==> src/rtl/fetch_stage.sv <==
// Instruction fetch: owns the PC, reads instr_mem and buffers {instr, pc} in a 2-entry FIFO.
// Latency: one cycle from the PC being presented on imem_addr to the entry appearing on out_*.
// Backpressure: when the FIFO is full and decode stalls, the PC and imem_addr hold.
module fetch_stage #(
    parameter logic [31:0] RESET_PC = 32'h0000_0028,
    parameter int          DEPTH    = 2
) (
    input  logic        clk,
    input  logic        rst,
    input  logic        fetch_en,
    output logic [31:0] imem_addr,
    input  logic [31:0] imem_rdata,
    input  logic        redirect_valid,
    input  logic [31:0] redirect_target,
    output logic        out_valid,
    input  logic        out_ready,
    output logic [31:0] out_instr,
    output logic [31:0] out_pc,
    output logic [31:0] out_pc4
);

    localparam logic [1:0] FULL_COUNT = 2'(DEPTH);

    typedef struct packed {
        logic [31:0] instr;
        logic [31:0] pc;
    } entry_t;

    entry_t      fifo_mem [2];
    entry_t      head;
    logic [31:0] pc;
    logic        wr_ptr;
    logic        rd_ptr;
    logic [1:0]  count;
    logic        pop;
    logic        push;

    assign pop  = out_valid & out_ready;
    // A full FIFO may still accept a push when the head retires in the same cycle.
    assign push = fetch_en & ~redirect_valid & ((count != FULL_COUNT) | pop);

    always_ff @(posedge clk) begin
        if (rst) begin
            pc     <= RESET_PC;
            count  <= 2'd0;
            wr_ptr <= 1'b0;
            rd_ptr <= 1'b0;
        end else if (redirect_valid) begin
            pc     <= redirect_target & 32'hFFFF_FFFC;
            count  <= 2'd0;
            wr_ptr <= 1'b0;
            rd_ptr <= 1'b0;
        end else begin
            if (push) begin
                fifo_mem[wr_ptr] <= '{instr: imem_rdata, pc: pc};
                wr_ptr           <= ~wr_ptr;
                pc               <= pc + 32'd4;
            end
            if (pop) begin
                rd_ptr <= ~rd_ptr;
            end
            count <= count + {1'b0, push} - {1'b0, pop};
        end
    end

    assign head      = fifo_mem[rd_ptr];
    assign imem_addr = pc;
    assign out_valid = (count != 2'd0);
    assign out_instr = out_valid ? head.instr : 32'd0;
    assign out_pc    = out_valid ? head.pc : 32'd0;
    assign out_pc4   = out_valid ? (head.pc + 32'd4) : 32'd0;

endmodule

==> config.mk <==
export PLATFORM = sky130hd
export DESIGN_NAME = fetch_stage
export DESIGN_NICKNAME = d
export VERILOG_FILES = /design/src/rtl/fetch_stage.sv
export SDC_FILE = /design/constraint.sdc
export NUM_CORES = 1
export LEC_CHECK = 0
export BUFFER_PORTS_ARGS = -buffer_cell sky130_fd_sc_hd__buf_4
export CAP_MARGIN = 20
export CORE_UTILIZATION = 57
export CTS_CLUSTER_DIAMETER = 200
export DETAILED_ROUTE_END_ITERATION = 8
export HOLD_SLACK_MARGIN = 0.06
export PLACE_DENSITY_LB_ADDON = 0.2
export REMOVE_ABC_BUFFERS = 1
export SYNTH_ARGS = -nofsm -noshare
export SYNTH_HDL_FRONTEND = slang
export SYNTH_SLANG_ARGS = --single-unit
export TNS_END_PERCENT = 50
==> constraint.sdc <==
create_clock -name clk -period 9.67 [get_ports clk]
set_input_delay 1.4505 -clock clk [delete_from_list [all_inputs] [get_ports clk]]
set_output_delay 1.4505 -clock clk [all_outputs]
set_load 0.05 [all_outputs]
==> Yosys cells after proc, flatten, opt, wreduce, memory -nomap -nowiden <==
Memories as Yosys holds them, arrays and structs flattened. A register that Yosys moved wholly into a read port is not among the register bits.
Index checks and enable logic that the tools add are counted.
{ "classes": {"addsub": 4, "multipliers": 0, "div_mod_pow": 0, "order_cmp": 0, "eq_ne": 1, "shift": 0, "n_mux": 11, "bitwise": 7, "reduce_logical": 3} }
{ "op_table": {"columns": ["operator", "count"], "rows": [
  ["32-bit 2-to-1 mux", 5],
  ["32-bit by 3-bit adder with 32-bit output (second input constant)", 2],
  ["1-bit 2-to-1 mux", 6],
  ["2-bit nonzero test", 2],
  ["1-bit AND", 3],
  ["1-bit NOT", 3],
  ["2-bit by 1-bit adder with 2-bit output", 1],
  ["2-bit inequality test (second input constant)", 1],
  ["2-bit OR reduction", 1],
  ["2-bit by 1-bit subtractor with 2-bit output", 1],
  ["1-bit OR", 1]
]} }
{ "word_totals": {"reg_bits": 36, "latch_bits": 0, "mem_bits_rw": 128, "romBits": 0, "in_bits": 69, "out_inout_bits": 129, "memories": 1} }
{ "memory_table": {"columns": ["name", "words", "word_bits", "rd", "rd_ports_with_merged_regs", "wr", "line", "source"], "rows": [
  ["fifo_mem", 2, 64, 1, 1, 1, "29", "entry_t fifo_mem [2];"]
]} }

==> Logic depth before layout (Yosys ltp) <==
{ "depth": {"word_depth": 8, "mapped_depth": 11} }

==> Worst setup path before layout <==
OpenSTA, ideal clock, no wires.
{ "synth_timing": {"kind": "input port to flip-flop", "from": "input port redirect_valid", "to": "memory fifo_mem[1][10] (netlist name) (enable)", "t_arrival_ps": 6426, "setup_slack_ps": 2673, "stages": 4, "n_path_buf": 1, "path_cell_list": "clkbuf_1 > inv_1 > nand3_1 > nor3b_1"} }
{ "synth_via": {"elab_chain_len": 7} }
{ "synth_rtl": {"columns": ["item", "line", "source"], "rows": [
  ["start, declared", "13", "input logic redirect_valid,"],
  ["1-bit NOT", "40", "assign push = fetch_en & ~redirect_valid & ((count != FULL_COUNT) | pop);"],
  ["1-bit AND (2 in series)", "40", null],
  ["1-bit 2-to-1 mux", "54", "if (push) begin"],
  ["1-bit 2-to-1 mux *", "48", "end else if (redirect_valid) begin"],
  ["1-bit 2-to-1 mux *", "43", "if (rst) begin"],
  ["1-bit 2-to-1 mux (implied by the code) *", "55", "fifo_mem[wr_ptr] <= '{instr: imem_rdata, pc: pc};"],
  ["end, declared", "29", null]
]} }
Every way passes the cells marked *; elsewhere a longest branch is shown, timed or not.

==> flow_metrics.tcl <==
set metrics [dict create \
    slew_viol_final 0 \
    path_buf_inv 2 \
    ff2ff_setup_slack_ns 7.12 \
    hold_class "flip-flop to flip-flop" \
    vdd_drop_max_v 0.000122 \
    hold_ws_ns 0.530 \
    fin_ws_ns 4.27 \
    ctsRootBufferMaster "clkbuf_16" \
    port_buffers 189 \
    place_ws_ns 4.69 \
    maxSlewHeadroom 0.214 \
    timing.fmax_mhz 185 \
    worstMarginPinSlew_ns 1.18 \
    synth_area_per_cell_um2 11.7 \
    fin_skew_ns 0.00717 \
    ctsResizeCount 0 \
    routed_wl_um 17800 \
    dieArea_mm2 0.0138 \
    core_mm2 0.0128 \
    cts.clk_slew.worst_paths_ns 0.06 \
    clkSinkCount 159 \
    finalSetupTns_ns 0 \
    antenna_left 0 \
    grt_max_degree 80 \
    worst_path_largest_cell_delay_ns 0.84 \
    overflow 0 \
    crit_path_start_kind "flip-flop" \
    post-dp-hpwl_um 11700 \
    holdBufCountCts 0 \
    antenna_found_initial 0 \
    setup.worst_path.class "flip-flop to primary output" \
    crit_arrival_ns 3.95 \
    ys_warn_count 0 \
    crit_path_top_delay_cell "buf_4" \
    rsz0062_at_grt "no" \
    cp.required_ns 8.22 \
    h-tree-depth 4 \
    diodes 0 \
    crit_fanout 79 \
    clock_path_buffers 2 \
    synth_ff_type "edfxtp_1" \
    layout.nets 900 \
    cpLargestDelayFamily "simple AND/OR/NAND/NOR gates" \
    seq_area_frac_synth 0.581 \
    vias 5779 \
    firstDrtPassIters 4 \
    timing.final.crit_share 0.558 \
    die_w_um 118 \
    async_reset_ff_frac 0 \
    grt_util_all_layers 0.260 \
    grt_pass1_vias 5538 \
    ys_ff_latch 159 \
    rows 41 \
    insertion_delay_ns 0.42 \
    initial_utilization 0.594 \
    io_pins 198 \
    period_needed_ns 5.40 \
    synth_cells 649 \
    cts_tree "built" \
    status "finished clean" \
    powerDensity_mw_per_mm2 169 \
    maxCapViolations 0 \
    grt_pass1_wl_um 28000 \
    viasPerCell 5.71 \
    hold_viol_final 0 \
    synth_edf_count 124 \
    syn_area_mm2 0.00762 \
    layout-drive-gt1-share 0.304 \
    drc_errors 0 \
    final_core_utilization 0.754 \
    p_leak_nw 3.56 \
    path_cells "buf_4, nand3_1, a22oi_4, nand4_1, nor3b_1, mux2_2, buf_4" \
    area_growth_pct 26.9 \
    yosysUniqueCellTypes 62 \
    place.gp.congestion 0.848 \
    wl_per_cell_um 17.5 \
    post_cts_buffers 0 \
    die_h_um 118 \
    finalSetupViolCount 0 \
    power_mw 1.63 \
    cpMostUsedCell "buf_4" \
    cts_buffers 17 \
    endpoint_kind "primary output" \
    num-fill-cells 850 \
    drtIter0Drc 341 \
]
## per-layer routing
layer / routed length (um) / up-vias / global-route usage
li1: - / 2745 / -
met4: 328 / 0 / 0.0994
met5: 0 / - / 0
met2: 9170 / 236 / 0.453
met1: 7120 / 2773 / 0.316
met3: 1140 / 25 / 0.0514
## state kept, by name (all words and copies together) (netlist names), named ones only
signal	flops
fifo_mem	124
imem_addr	30
count	2
rd_ptr	1
wr_ptr	1
## synthesized netlist by cell type (10+ instances only)
cell	n	area share
a211oi_1	15	0.015
a21oi_1	11	0.0072
and2_1	12	0.0099
clkbuf_1	18	0.0089
dfxtp_1	35	0.092
edfxtp_1	124	0.49
mux2_2	11	0.016
mux2i_1	59	0.078
nand2_1	48	0.024
nand3_1	24	0.016
nand4_1	14	0.011
nor2_1	95	0.047
nor3_1	22	0.014
xnor2_1	28	0.032
xor2_1	10	0.011
## metrics by stage
step	cell area (um^2)	instances
global placement	9100	980
finish	9670	1012
global route	9670	1012
CTS	9670	1012
detailed placement	9100	980
floorplan	7400	612
## cells by family after synthesis
family / Yosys count / share of synthesized area
AO/OA/AOI/OAI: 68 / 0.0654
XOR/XNOR: 38 / 0.0437
adder cells (fa/ha/maj): 4 / 0.00657
buffers and inverters: 50 / 0.0355
flip-flops: 159 / 0.581
multiplexers: 70 / 0.0938
other: 1 / 0.000492
AND/OR/NAND/NOR: 259 / 0.174
## final cells by class
type,instances,area (um^2),area share
Clock buffer,18,429,0.0444
Clock inverter,14,133,0.0137
Inverter,8,30.0,0.00311
Multi-Input combinational cell,445,2960,0.306
Sequential cell,159,4430,0.458
Tap cell,172,215,0.0223
Timing Repair Buffer,196,1470,0.152
## cells in the final DEF, fill, tap and decap left out, types with 5 or more instances in the layout
| cell | netlist | layout |
|---|---|---|
| inv_1 | 8 | 8 |
| clkbuf_16 | 0 | 17 |
| nor4_1 | 5 | 5 |
| and2_1 | 12 | 12 |
| xnor2_1 | 28 | 28 |
| dfxtp_1 | 35 | 34 |
| a21oi_1 | 11 | 11 |
| inv_6 | 0 | 5 |
| mux2i_1 | 59 | 59 |
| nand4_1 | 14 | 14 |
| edfxtp_1 | 124 | 124 |
| xor2_1 | 10 | 10 |
| nor3_1 | 22 | 21 |
| o21ai_0 | 9 | 9 |
| conb_1 | 1 | 6 |
| mux2_2 | 11 | 11 |
| or3_1 | 5 | 5 |
| and4_1 | 5 | 5 |
| a211oi_1 | 15 | 15 |
| o31ai_1 | 6 | 6 |
| nand2_1 | 48 | 48 |
| buf_4 | 8 | 196 |
| nand3_1 | 24 | 24 |
| nor2_1 | 95 | 94 |
## final timing paths
check | to | from | cells after the start
setup / recovery | out_pc4[26] | flip-flop | 7
hold / removal | fifo_mem[1][22] | imem_addr[22] | 0
hold reg to reg | fifo_mem[1][22] | imem_addr[22] | 0
setup reg to reg | imem_addr[13] | imem_addr[4] | 5
## where the power goes
| part | leakage (nW) | internal, mW | total, mW | switching [mW] |
|---|---|---|---|---|
| clock | 0.268 | 0.358 | 0.627 | 0.269 |
| sequential | 1.42 | 0.758 | 0.778 | 0.0207 |
| combinational | 1.88 | 0.0732 | 0.226 | 0.152 |
No activity file was read; power rests on OpenSTA's default activity.
